## src/rtl/csr_trap_seq.sv

```systemverilog
// -----------------------------------------------------------------------------
// csr_trap_seq
//
// Purpose:
//   Initiator side of the CSR read/write port. In IDLE, pipeline CSR accesses
//   pass straight through to the CSR register file. When a trap entry or an
//   mret request is accepted, the sequencer takes ownership of the port. It
//   runs a fixed sequence of CSR reads and writes (mstatus, mepc, mcause,
//   mtval, mtvec), then emits a one-cycle PC redirect to fetch.
//
// Optional feature (compile-time macro):
//   CSR_TRAP_VECTORED_EN - if defined, an interrupt with mtvec[1:0]==2'b01
//                          redirects to base + (cause << 2). If undefined,
//                          the redirect always goes to the mtvec base.
//
// Ports:
//   clk_i, rst_i              clock, synchronous active-high reset
//   trap_valid_i/ready_o      request handshake (accepted on valid & ready)
//   trap_mret_i               1 = mret, 0 = trap entry
//   trap_is_irq_i             interrupt flag (mcause MSB)
//   trap_cause_i              exception/interrupt code
//   trap_pc_i, trap_tval_i    values for mepc and mtval
//   busy_o                    sequencer owns the CSR port
//   redirect_valid_o/pc_o     one-cycle PC redirect pulse and target
//   pipe_*                    pipeline-side CSR access
//   csr_*                     CSR register file access
// -----------------------------------------------------------------------------
module csr_trap_seq #(
    parameter int DATA_WIDTH     = 32,
    parameter int CSR_ADDR_WIDTH = 12
) (
    input  logic                      clk_i,
    input  logic                      rst_i,
    input  logic                      trap_valid_i,
    output logic                      trap_ready_o,
    input  logic                      trap_mret_i,
    input  logic                      trap_is_irq_i,
    input  logic [4:0]                trap_cause_i,
    input  logic [DATA_WIDTH-1:0]     trap_pc_i,
    input  logic [DATA_WIDTH-1:0]     trap_tval_i,
    output logic                      busy_o,
    output logic                      redirect_valid_o,
    output logic [DATA_WIDTH-1:0]     redirect_pc_o,
    input  logic [CSR_ADDR_WIDTH-1:0] pipe_raddr_i,
    output logic [DATA_WIDTH-1:0]     pipe_rdata_o,
    input  logic                      pipe_we_i,
    input  logic [CSR_ADDR_WIDTH-1:0] pipe_waddr_i,
    input  logic [DATA_WIDTH-1:0]     pipe_wdata_i,
    output logic [CSR_ADDR_WIDTH-1:0] csr_raddr_o,
    input  logic [DATA_WIDTH-1:0]     csr_rdata_i,
    output logic                      csr_we_o,
    output logic [CSR_ADDR_WIDTH-1:0] csr_waddr_o,
    output logic [DATA_WIDTH-1:0]     csr_wdata_o
);

    localparam logic [CSR_ADDR_WIDTH-1:0] ADDR_MSTATUS = CSR_ADDR_WIDTH'(12'h300);
    localparam logic [CSR_ADDR_WIDTH-1:0] ADDR_MTVEC   = CSR_ADDR_WIDTH'(12'h305);
    localparam logic [CSR_ADDR_WIDTH-1:0] ADDR_MEPC    = CSR_ADDR_WIDTH'(12'h341);
    localparam logic [CSR_ADDR_WIDTH-1:0] ADDR_MCAUSE  = CSR_ADDR_WIDTH'(12'h342);
    localparam logic [CSR_ADDR_WIDTH-1:0] ADDR_MTVAL   = CSR_ADDR_WIDTH'(12'h343);

    typedef enum logic [3:0] {
        S_IDLE      = 4'd0,
        S_RD_STATUS = 4'd1,
        S_WR_STATUS = 4'd2,
        S_WR_EPC    = 4'd3,
        S_WR_CAUSE  = 4'd4,
        S_WR_TVAL   = 4'd5,
        S_RD_TVEC   = 4'd6,
        S_RD_EPC    = 4'd7,
        S_REDIRECT  = 4'd8
    } state_e;

    // Trap entry: MPIE <= MIE, MIE <= 0, MPP <= M-mode, other bits kept.
    function automatic logic [DATA_WIDTH-1:0] trap_status(input logic [DATA_WIDTH-1:0] s);
        logic [DATA_WIDTH-1:0] r;
        r        = s;
        r[7]     = s[3];
        r[3]     = 1'b0;
        r[12:11] = 2'b11;
        return r;
    endfunction

    // mret: MIE <= MPIE, MPIE <= 1, MPP <= M-mode, other bits kept.
    function automatic logic [DATA_WIDTH-1:0] mret_status(input logic [DATA_WIDTH-1:0] s);
        logic [DATA_WIDTH-1:0] r;
        r        = s;
        r[3]     = s[7];
        r[7]     = 1'b1;
        r[12:11] = 2'b11;
        return r;
    endfunction

    // mcause layout: interrupt flag in the MSB, code in the low bits.
    function automatic logic [DATA_WIDTH-1:0] mcause_value(input logic irq, input logic [4:0] cause);
        logic [DATA_WIDTH-1:0] r;
        r                 = '0;
        r[DATA_WIDTH-1]   = irq;
        r[4:0]            = cause;
        return r;
    endfunction

    state_e                  state_q, state_d;
    logic                    busy_q;
    logic                    redirect_valid_q;
    logic [DATA_WIDTH-1:0]   redirect_pc_q;
    logic                    mret_q;
    logic                    irq_q;
    logic [4:0]              cause_q;
    logic [DATA_WIDTH-3:0]   epc_q;     // word-aligned PC, low bits are always zero in mepc
    logic [DATA_WIDTH-1:0]   tval_q;
    logic [DATA_WIDTH-1:0]   status_q;
    logic                    accept_s;
    logic [DATA_WIDTH-1:0]   redir_base_s;
    logic [DATA_WIDTH-1:0]   redir_pc_s;

    assign accept_s     = (state_q == S_IDLE) && trap_valid_i;
    assign trap_ready_o = (state_q == S_IDLE) && !rst_i;
    assign busy_o           = busy_q;
    assign redirect_valid_o = redirect_valid_q;
    assign redirect_pc_o    = redirect_pc_q;

    // Next-state selection; mret branches off after the mstatus update.
    always_comb begin
        state_d = state_q;
        case (state_q)
            S_IDLE: begin
                if (trap_valid_i) begin
                    state_d = S_RD_STATUS;
                end else begin
                    state_d = S_IDLE;
                end
            end
            S_RD_STATUS: state_d = S_WR_STATUS;
            S_WR_STATUS: state_d = mret_q ? S_RD_EPC : S_WR_EPC;
            S_WR_EPC:    state_d = S_WR_CAUSE;
            S_WR_CAUSE:  state_d = S_WR_TVAL;
            S_WR_TVAL:   state_d = S_RD_TVEC;
            S_RD_TVEC:   state_d = S_REDIRECT;
            S_RD_EPC:    state_d = S_REDIRECT;
            S_REDIRECT:  state_d = S_IDLE;
            default:     state_d = S_IDLE;
        endcase
    end

    // Redirect target, evaluated while mtvec or mepc is on the read port.
    always_comb begin
        redir_base_s = {csr_rdata_i[DATA_WIDTH-1:2], 2'b00};
`ifdef CSR_TRAP_VECTORED_EN
        if (!mret_q && irq_q && (csr_rdata_i[1:0] == 2'b01)) begin
            redir_pc_s = redir_base_s + {{(DATA_WIDTH-7){1'b0}}, cause_q, 2'b00};
        end else begin
            redir_pc_s = redir_base_s;
        end
`else
        redir_pc_s = redir_base_s;
`endif
    end

    // Sequencer state, request capture and registered status outputs.
    always_ff @(posedge clk_i) begin
        if (rst_i) begin
            state_q          <= S_IDLE;
            busy_q           <= 1'b0;
            redirect_valid_q <= 1'b0;
            redirect_pc_q    <= '0;
            mret_q           <= 1'b0;
            irq_q            <= 1'b0;
            cause_q          <= 5'd0;
            epc_q            <= '0;
            tval_q           <= '0;
            status_q         <= '0;
        end else begin
            state_q          <= state_d;
            busy_q           <= (state_d != S_IDLE);
            redirect_valid_q <= (state_d == S_REDIRECT);
            if (accept_s) begin
                mret_q  <= trap_mret_i;
                irq_q   <= trap_is_irq_i;
                cause_q <= trap_cause_i;
                epc_q   <= trap_pc_i[DATA_WIDTH-1:2];
                tval_q  <= trap_tval_i;
            end
            // Read data is only ever registered here, never fed back into a
            // same-cycle write, so the file's write-forward path stays acyclic.
            if (state_q == S_RD_STATUS) begin
                status_q <= csr_rdata_i;
            end
            if (state_d == S_REDIRECT) begin
                redirect_pc_q <= redir_pc_s;
            end
        end
    end

    // CSR port mux: pipeline passthrough in IDLE, sequencer accesses otherwise.
    // Writes are gated by reset so an aborted sequence stops writing at once.
    always_comb begin
        csr_raddr_o  = '0;
        csr_we_o     = 1'b0;
        csr_waddr_o  = '0;
        csr_wdata_o  = '0;
        pipe_rdata_o = '0;
        case (state_q)
            S_IDLE: begin
                csr_raddr_o  = pipe_raddr_i;
                csr_we_o     = pipe_we_i && !rst_i;
                csr_waddr_o  = pipe_waddr_i;
                csr_wdata_o  = pipe_wdata_i;
                pipe_rdata_o = csr_rdata_i;
            end
            S_RD_STATUS: begin
                csr_raddr_o = ADDR_MSTATUS;
            end
            S_WR_STATUS: begin
                csr_we_o    = !rst_i;
                csr_waddr_o = ADDR_MSTATUS;
                csr_wdata_o = mret_q ? mret_status(status_q) : trap_status(status_q);
            end
            S_WR_EPC: begin
                csr_we_o    = !rst_i;
                csr_waddr_o = ADDR_MEPC;
                csr_wdata_o = {epc_q, 2'b00};
            end
            S_WR_CAUSE: begin
                csr_we_o    = !rst_i;
                csr_waddr_o = ADDR_MCAUSE;
                csr_wdata_o = mcause_value(irq_q, cause_q);
            end
            S_WR_TVAL: begin
                csr_we_o    = !rst_i;
                csr_waddr_o = ADDR_MTVAL;
                csr_wdata_o = tval_q;
            end
            S_RD_TVEC: begin
                csr_raddr_o = ADDR_MTVEC;
            end
            S_RD_EPC: begin
                csr_raddr_o = ADDR_MEPC;
            end
            S_REDIRECT: begin
                csr_raddr_o = '0;
            end
            default: begin
                csr_raddr_o = '0;
            end
        endcase
    end

endmodule

```

## config.mk

```make
export PLATFORM = sky130hd
export DESIGN_NAME = csr_trap_seq
export DESIGN_NICKNAME = d
export VERILOG_FILES = /design/src/rtl/csr_trap_seq.sv
export SDC_FILE = /design/constraint.sdc
export NUM_CORES = 1
export LEC_CHECK = 0
export CORE_MARGIN = 2
export CORE_UTILIZATION = 39
export CTS_CLUSTER_SIZE = 14
export DETAILED_ROUTE_END_ITERATION = 8
export PLACE_DENSITY = 0.73
export SLEW_MARGIN = 20
export SYNTH_ARGS = -nofsm -noshare
export SYNTH_HDL_FRONTEND = slang
export SYNTH_SLANG_ARGS = --single-unit
```

## constraint.sdc

```tcl
create_clock -name clk_i -period 2.25 [get_ports clk_i]
set_input_delay 0.675 -clock clk_i [delete_from_list [all_inputs] [get_ports clk_i]]
set_output_delay 0.675 -clock clk_i [all_outputs]
set_load 0.02 [all_outputs]
```

### Word level (Yosys, flattened, before mapping)

Index checks and enable logic that the tools add are counted.
Widths: inputs -> output; s select.

| storage, ports and cells | value |
|---|---|
| flip-flop bits (word level) | 137 |
| input bits | 163 |
| output and inout port bits | 124 |
| logic and storage cells | 35 |

| operators by class | value |
|---|---|
| equal/unequal tests | 8 |
| mux-type cells | 9 |
| reduce and logical (&&, ||, !) cells | 8 |

Operator list:

| cell | count |
|---|---|
| $pmux 32 s5 | 1 |
| $pmux 12 s5 | 1 |
| $pmux 12 s4 | 1 |
| $mux 32 | 1 |
| $pmux 4 s7 | 1 |
| $eq 4x3->1 const B | 4 |
| $eq 4x2->1 const B | 2 |
| $mux 8 | 1 |
| $eq 4x1->1 const B | 1 |
| $eq 4x4->1 const B | 1 |
| $logic_not 4->1 | 1 |
| $reduce_bool 4->1 | 1 |
| $reduce_or 4->1 | 1 |
| $logic_and 1x1->1 | 3 |
| $mux 3 | 1 |
| $pmux 1 s2 | 1 |
| $reduce_or 2->1 | 1 |
| $logic_not 1->1 | 1 |
| $mux 1 | 1 |

### Logic depth before layout (Yosys ltp)

Gate-level depths: netlist of run 1.

| depth | value |
|---|---|
| word-level depth | 4 |
| mapped depth | 6 |
| mapped depth without buffers | 3 |

### Least setup slack after synthesis of run 1

OpenSTA, ideal clock, no wires.

| timing path | value |
|---|---|
| path type | input -> output |
| start | input port rst_i |
| end | output port csr_we_o |
| arrival time | 1.980 ns |
| data required time | 1.575 ns |
| path slack | -0.405 ns |
| cell stages on the path | 2 |
| path buffers | 1 |
| path through | clkbuf_1 -> a2111oi_0 |

| between the ends | value |
|---|---|
| longest elaborated chain between the ends | 3 |

RTL lines:

| item | RTL line | text |
|---|---|---|
| start, declared | 33 | `input logic rst_i,` |
| $logic_not 1->1 (*) | -- |  |
| $logic_and 1x1->1 | 206 | `csr_we_o = pipe_we_i && !rst_i;` |
| $pmux 1 s2 (*) | 203 | `case (state_q)` |
| end, declared | 51 | `output logic csr_we_o,` |

Every way passes the cells marked *; elsewhere a longest branch is shown, timed or not.

### Worst setup path after layout of run 1

| timing path | value |
|---|---|
| start | register state_q[0] |
| end | output port pipe_rdata_o[4] |

| between the ends | value |
|---|---|
| longest elaborated chain between the ends | 2 |

RTL lines:

| item | RTL line | text |
|---|---|---|
| start, declared | 103 | `state_e state_q, state_d;` |
| start signal, assigned | 174 | `state_q <= state_d;` |
| $logic_not 4->1 | 203 |  |
| $mux 32 | 203 |  |
| end, declared | 45 | `output logic [DATA_WIDTH-1:0] pipe_rdata_o,` |

Every way passes these cells.

==> metrics.md, run 1 <==
| Metric | Value |
|---|---|
| Die height | 135 microns |
| # diodes | 0 |
| Initial Util | 0.401 |
| Leakage | 0.00476 uW |
| Post-route ant nets | 0 |
| Reg2reg end | state_q[0]$_SDFF_PP0_ |
| Leading cell type in the layout, fill and taps excluded | clkdlybuf4s50_1 |
| Grt ovf | 0 |
| Routed wire per std cell | 18.9 microns |
| Max cap viols | 0 |
| Worst setup margin | -384 ps |
| Synth warn | 0 |
| Placed insts | 1,325 |
| Failing checks | setup timing |
| Total track usage | 0.270 |
| Clock insertion delay at the later pin of the skew report | 420 ps |
| Critical path class | reg2out |
| Vias after detailed routing | 7,559 |
| Combinational share of power | 0.420 |
| CTS tree | built |
| Final period utilization | 1.17 |
| R2R setup slack | 230 ps |
| Post-Place Setup Slack | -596 ps |
| Longest Clk Path Bufs | 2 |
| Worst min path class | reg2reg |
| Synthesized area | 6680 sq um |
| Hold path start | redirect_pc_o[27]$_SDFFE_PP0N_ |
| Int Power | 6710 uW |
| Largest net degree at the start of global routing | 101 |
| Status | complete, but fails checks |
| P per Cell Area | 824 nW/um^2 |
| Cells after synthesis | 824 |
| Synth Area per Inst | 8.11 sq um |
| Worst clock skew | 9.15 ps |
| Yosys cell types | 40 |
| Floorplan row count | 47 |
| Fmax | 0.380 GHz |
| CP endpoint kind | primary output |
| Post-CTS Hold Buffers | 0 |
| Initial antenna violation count | 0 |
| Max Transition Viols Final | 0 |
| Crit path DAT | 1960 ps |
| DR vias/cell | 5.37 |
| Starting DRC count in detailed routing | 369 |
| First-pass GRT wire length | 38,200 microns |
| Number of global-route vias before repair | 7,105 |
| Fin Setup TNS | -25,700 ps |
| Drt total wl | 26,600 microns |
| Sequential element share of the synthesized area | 0.405 |
| Layout net count | 1,338 |
| Die X | 135 microns |
| Max_slew headroom | 0.595 |
| WP data required | 1570 ps |
| Routability cong. | 0.845 |
| Layout Area Growth over Synthesis | 80.8% |
| CP startpoint kind | flip-flop |
| CP max FO | 6 |
| Minimum clock period | 2630 ps |
| Die area | 18,200 sq um |
| HPWL after DPL | 16,400 microns |
| Hold depth | 2 |
| Clock root cell | clkbuf_16 |
| Sw frac | 0.326 |
| Setup-failing EPs final | 89 |
| IO buf count | 282 |
| Worst reg-to-reg path cell count | 9 |
| CTS Buf Count | 17 |
| Final hold vios | 0 |
| Flops & latches, synth | 135 |
| Most frequent cells in the layout | clkdlybuf4s50_1 (190), a21oi_1 (133), dfxtp_1 (131) |
| Slew @ Worst Pin | 608 ps |
| Maximum VDD drop | 0.000571 V |
| Clock sinks | 135 |
| I/O pin total | 287 |
| Total number of H-tree levels | 4 |
| Hold endpoint | redirect_pc_o[27]$_SDFFE_PP0N_ |
| 1st-pass router iterations | 4 |
| Core area | 16,600 sq um |
| RSZ-0062 raised after global routing | true |
| Share of cells above drive strength 1 | 0.387 |
| Worst-path clk slew | 60 ps |
| Clk pwr share | 0.304 |
| Net Sw Power | 3240 uW |
| Launch point of the worst reg-to-reg path | state_q[0]$_SDFF_PP0_ |
| DRC viols | 0 |
| CP startpoint | state_q[0]$_SDFF_PP0_ |
| Sequential share of power | 0.276 |
| Cell Count, Final, Fillers Out | 1,408 |
-- state kept, by name, indices dropped and copies added (netlist names) --
| name | flops |
|---|---|
| cause_q | 5 |
| status_q | 30 |
| busy_o | 1 |
| redirect_valid_o | 1 |
| state_q | 4 |
| mret_q | 1 |
| epc_q | 30 |
| redirect_pc_o | 30 |
| irq_q | 1 |
| tval_q | 32 |
-- power by group through the flow --
stage / clock network, uW / logic (uW) / registers (uW)
detailed placement: 0 / 3130 / 2760
global route: 3170 / 4420 / 2760
global placement: 0 / 3110 / 2750
CTS: 3050 / 3850 / 2710
finish: 3030 / 4180 / 2740
floorplan: 0 / 1730 / 2710
-- how the worst max path moves through the flow --
stage	depth (start not counted)	endpoint
after floorplan	5	csr_wdata_o[11]
after global placement	4	csr_we_o
after detailed placement	4	csr_we_o
after CTS	10	csr_raddr_o[9]
after global routing	8	pipe_rdata_o[4]
final	8	pipe_rdata_o[4]
-- worst max-delay path, cell delays in order (launching register included) --
cell     delay (ps)
dfxtp_4         360
buf_6           120
nor4_4          270
buf_6           180
buf_12          140
buf_16          130
buf_6            90
and2_4          130
buf_6           110
-- final cells by class --
cell class,count,area (sq um)
clock buffers,20,447
clock inverters,12,190
fillers,1274,4570
inverters,2,10.0
multi-input cells,598,4060
flip-flops and latches,135,2720
well taps,220,275
repair buffers,421,4370
-- per-layer routing --
layer	vias to the layer above	GRT usage	routed length [microns]
li1	3602	-	-
met1	3652	0.363	11400
met2	270	0.424	12900
met3	35	0.0732	1720
met4	0	0.0789	562
met5	-	0	0
-- cell families after synthesis --
family	after synthesis	synth area share
AND/OR/NAND/NOR	288	0.211
AO/OA/AOI/OAI	301	0.305
multiplexers	6	0.00899
flip-flops	135	0.405
other	1	0.000561
buffers and inverters	93	0.0697
-- synthesized netlist by cell type --
| master | n | area (sq um) |
|---|---|---|
| a21oi_1 | 136 | 681 |
| dfxtp_1 | 135 | 2700 |
| nand2_1 | 133 | 499 |
| nand3_1 | 75 | 375 |
| a21bo_2 | 69 | 691 |
| a22oi_1 | 51 | 383 |
| and2_1 | 47 | 294 |
| clkbuf_1 | 47 | 176 |
| o21ai_0 | 28 | 140 |
| buf_2 | 27 | 135 |
| buf_4 | 12 | 90.1 |
| nor2_1 | 7 | 26.3 |
| mux2i_1 | 6 | 60.1 |
| buf_6 | 5 | 56.3 |
| nor2b_1 | 5 | 31.3 |
| nor3_1 | 5 | 25.0 |
| nand3b_1 | 4 | 30.0 |
| o221ai_1 | 3 | 26.3 |
| or2_2 | 3 | 18.8 |
| a211oi_1 | 2 | 15.0 |
| a221o_1 | 2 | 20.0 |
| a32oi_1 | 2 | 17.5 |
| inv_1 | 2 | 7.51 |
| nand2b_1 | 2 | 12.5 |
| a2111oi_0 | 1 | 8.76 |
| a21boi_0 | 1 | 7.51 |
| a21o_1 | 1 | 7.51 |
| a221oi_1 | 1 | 8.76 |
| a311o_1 | 1 | 10.0 |
| and3b_1 | 1 | 8.76 |
| conb_1 | 1 | 3.75 |
| nor4_1 | 1 | 6.26 |
| nor4_4 | 1 | 21.3 |
| nor4b_2 | 1 | 15.0 |
| nor4b_4 | 1 | 23.8 |
| nor4bb_1 | 1 | 10.0 |
| o211ai_1 | 1 | 7.51 |
| o21ai_1 | 1 | 5.00 |
| o21bai_1 | 1 | 7.51 |
| or4b_4 | 1 | 13.8 |
-- metrics by stage --
step | hold slack [ps] | utilization | total power (uW) | cell area, sq um
after CTS | 454 | 0.689 | 9610 | 11500
after detailed placement | 447 | 0.613 | 5890 | 10200
after global routing | 471 | 0.726 | 10400 | 12100
after floorplan | 433 | - | 4450 | 6700
final | 452 | 0.726 | 9950 | 12100
after global placement | 441 | 0.613 | 5860 | 10200
-- repair_timing --
item,in CTS,in global routing
pin swaps,30,54
gates cloned,5,8
endpoints found under the setup margin,90,90
setup buffers,29,16
gates resized for setup,606,100
Power figures use the tool's default switching activity.
==> run 2, diff against run 1 <==
--- a/config.mk
+++ b/config.mk
@@ -6,10 +6,10 @@
 export NUM_CORES = 1
 export LEC_CHECK = 0
 export CORE_MARGIN = 2
-export CORE_UTILIZATION = 39
+export CORE_UTILIZATION = 43
 export CTS_CLUSTER_SIZE = 14
 export DETAILED_ROUTE_END_ITERATION = 8
-export PLACE_DENSITY = 0.73
+export PLACE_DENSITY = 0.79
 export SLEW_MARGIN = 20
 export SYNTH_ARGS = -nofsm -noshare
 export SYNTH_HDL_FRONTEND = slang
==> run 2 against run 1 <==
The run still ends with setup timing left. Highest routed layer is now met5. Cell area is 4.7% lower. Die area is 9.0% lower. Global-route usage is 2.2 points higher. Power is 8.4% lower. Largest cell class unchanged. First-iteration DRC count is 41% higher.
==> metrics.md, run 2 (same netlist as run 1, synthesis figures left out) <==
| Metric | Value |
|---|---|
| Status | complete, but fails checks |
| Failing checks | setup timing |
| CP max FO | 7 (+1) |
| Most flops, register | tval_q |
| Hold depth | 2 (unchanged) |
| Post-CTS Hold Buffers | 0 (unchanged) |
| 1st-pass router iterations | 5 (+1) |
| Vias after detailed routing | 7,357 (-2.7%) |
| Minimum clock period | 2560 ps (-71.7 ps) |
| Die height | 129 microns (-4.6%) |
| Final period utilization | 1.14 (-0.0319) |
| Worst-path clk slew | 60 ps (about the same) |
| Setup-failing EPs final | 90 (+1.1%) |
| Worst clock skew | 5.84 ps (-3.32 ps) |
| I/O pin total | 287 (unchanged) |
| Longest Clk Path Bufs | 2 (unchanged) |
| Fmax | 0.390 GHz (+2.8%) |
| HPWL after DPL | 16,100 microns (-2.2%) |
| Die X | 129 microns (-4.6%) |
| Clock root cell | clkbuf_16 |
| Final hold vios | 0 (unchanged) |
| Post-Place Setup Slack | -598 ps (-1.26 ps) |
| Clock insertion delay at the later pin of the skew report | 420 ps (about the same) |
| Routed wire per std cell | 18.6 microns (-1.4%) |
| Layout Area Growth over Synthesis | 72.4% |
| P per Cell Area | 791 nW/um^2 (-4.0%) |
| Share of cells above drive strength 1 | 0.348 (-0.0392) |
| Max Transition Viols Final | 0 (unchanged) |
| CTS Buf Count | 17 (unchanged) |
| Slew @ Worst Pin | 1070 ps (+463 ps) |
| Leakage | 0.00445 uW (-6.3%) |
| Core Util, Final | 0.757 (+0.0316) |
| Maximum VDD drop | 0.000598 V (+4.7%) |
| IO buf count | 282 (unchanged) |
| Total track usage | 0.292 (+0.0221) |
| Clock sinks | 135 (unchanged) |
| Max_slew headroom | 0.286 (-0.308) |
| Grt ovf | 0 (unchanged) |
| Worst setup margin | -313 ps (+71.7 ps) |
| Floorplan row count | 45 (-4.3%) |
| Drt total wl | 25,100 microns (-5.7%) |
| Post-route ant nets | 0 (unchanged) |
| Routability cong. | 0.853 (+1.0%) |
| Core area | 15,200 sq um (-8.7%) |
| Worst reg-to-reg path cell count | 8 (-1) |
| Total chip power | 9110 uW (-8.4%) |
| DR vias/cell | 5.47 (+1.8%) |
| First-pass GRT wire length | 37,600 microns (-1.5%) |
| Total number of H-tree levels | 4 (unchanged) |
| Worst min path class | reg2reg |
| CP startpoint kind | flip-flop |
| DRC viols | 0 (unchanged) |
| CTS tree | built |
| RSZ-0062 raised after global routing | true |
| Number of global-route vias before repair | 7,070 (-0.49%) |
| Starting DRC count in detailed routing | 522 (+41%) |
| Largest net degree at the start of global routing | 100 (-0.99%) |
| Die area | 16,500 sq um (-9.0%) |
| WP data required | 1570 ps (about the same) |
| Max reg flops | 32 (unchanged) |
| CP endpoint kind | primary output |
| Max cap viols | 0 (unchanged) |
| Layout net count | 1,309 (-2.2%) |
| Crit path DAT | 1890 ps (-70 ps) |
| Initial Util | 0.439 (+0.0380) |
| Initial antenna violation count | 1 (+1) |
| Leading cell type in the layout, fill and taps excluded | clkdlybuf4s50_1 |
| Most frequent cells in the layout | clkdlybuf4s50_1 (189), a21oi_1 (134), dfxtp_1 (131) |
| Critical path class | reg2out |
| # diodes | 0 (unchanged) |
## run 2: per-stage QoR
stage	cells	area (sq um)	TNS (ps)	hold slack (ps)
after floorplan	825	6700	-25.9	433
after global placement	1292	10100	-32860	440
after detailed placement	1292	10100	-32870	446
after CTS	1347	11300	-23600	453
after global routing	1346	11500	-27110	477
final	1346	11500	-20870	453
## run 2: where the power goes
part           internal [uW]  total [uW]  switching, uW
Combinational           1850        3670           1820
Clock                   1610        2700           1090
Sequential              2590        2740            150
Total                   6050        9110           3060
## run 2: path summary, 6_finish.rpt
kind	startpoint	end	slack, ps
worst max-delay path	state_q[2]$_SDFF_PP0_	csr_wdata_o[7]	-310
worst min-delay path	redirect_pc_o[14]$_SDFFE_PP0N_	redirect_pc_o[14]$_SDFFE_PP0N_	450
worst max register to register	state_q[0]$_SDFF_PP0_	tval_q[11]$_SDFFE_PP0P_	160
worst min register to register	redirect_pc_o[14]$_SDFFE_PP0N_	redirect_pc_o[14]$_SDFFE_PP0N_	450
## run 2: layout make-up
cell class / count / area [sq um]
Timing Repair Buffer: 393 / 4000
Multi-Input combinational cell: 597 / 3990
Sequential cell: 135 / 2720
Tap cell: 188 / 235
Clock inverter: 10 / 97.6
Clock buffer: 21 / 470
Inverter: 2 / 11.3
Fill cell: 1096 / 3690
## run 2: layer usage
metal	global-route usage	wire length [microns]
met5	0	15
met4	0.0914	442
met3	0.0707	1610
met2	0.476	12000
met1	0.384	11000
## run 2: worst max-delay path, stage by stage (launching register included)
cell and delay [ps]:
dfxtp_2 330, buf_6 130, nor4bb_4 280, buf_6 200, buf_8 160, nand2_2 50
o211ai_1 130, buf_4 190
## run 2: timing repair
action,CTS,global route
gates cloned,5,3
pin swaps,24,36
buffers inserted,20,3
gates resized for setup,602,74
endpoints found under the setup margin,102,128
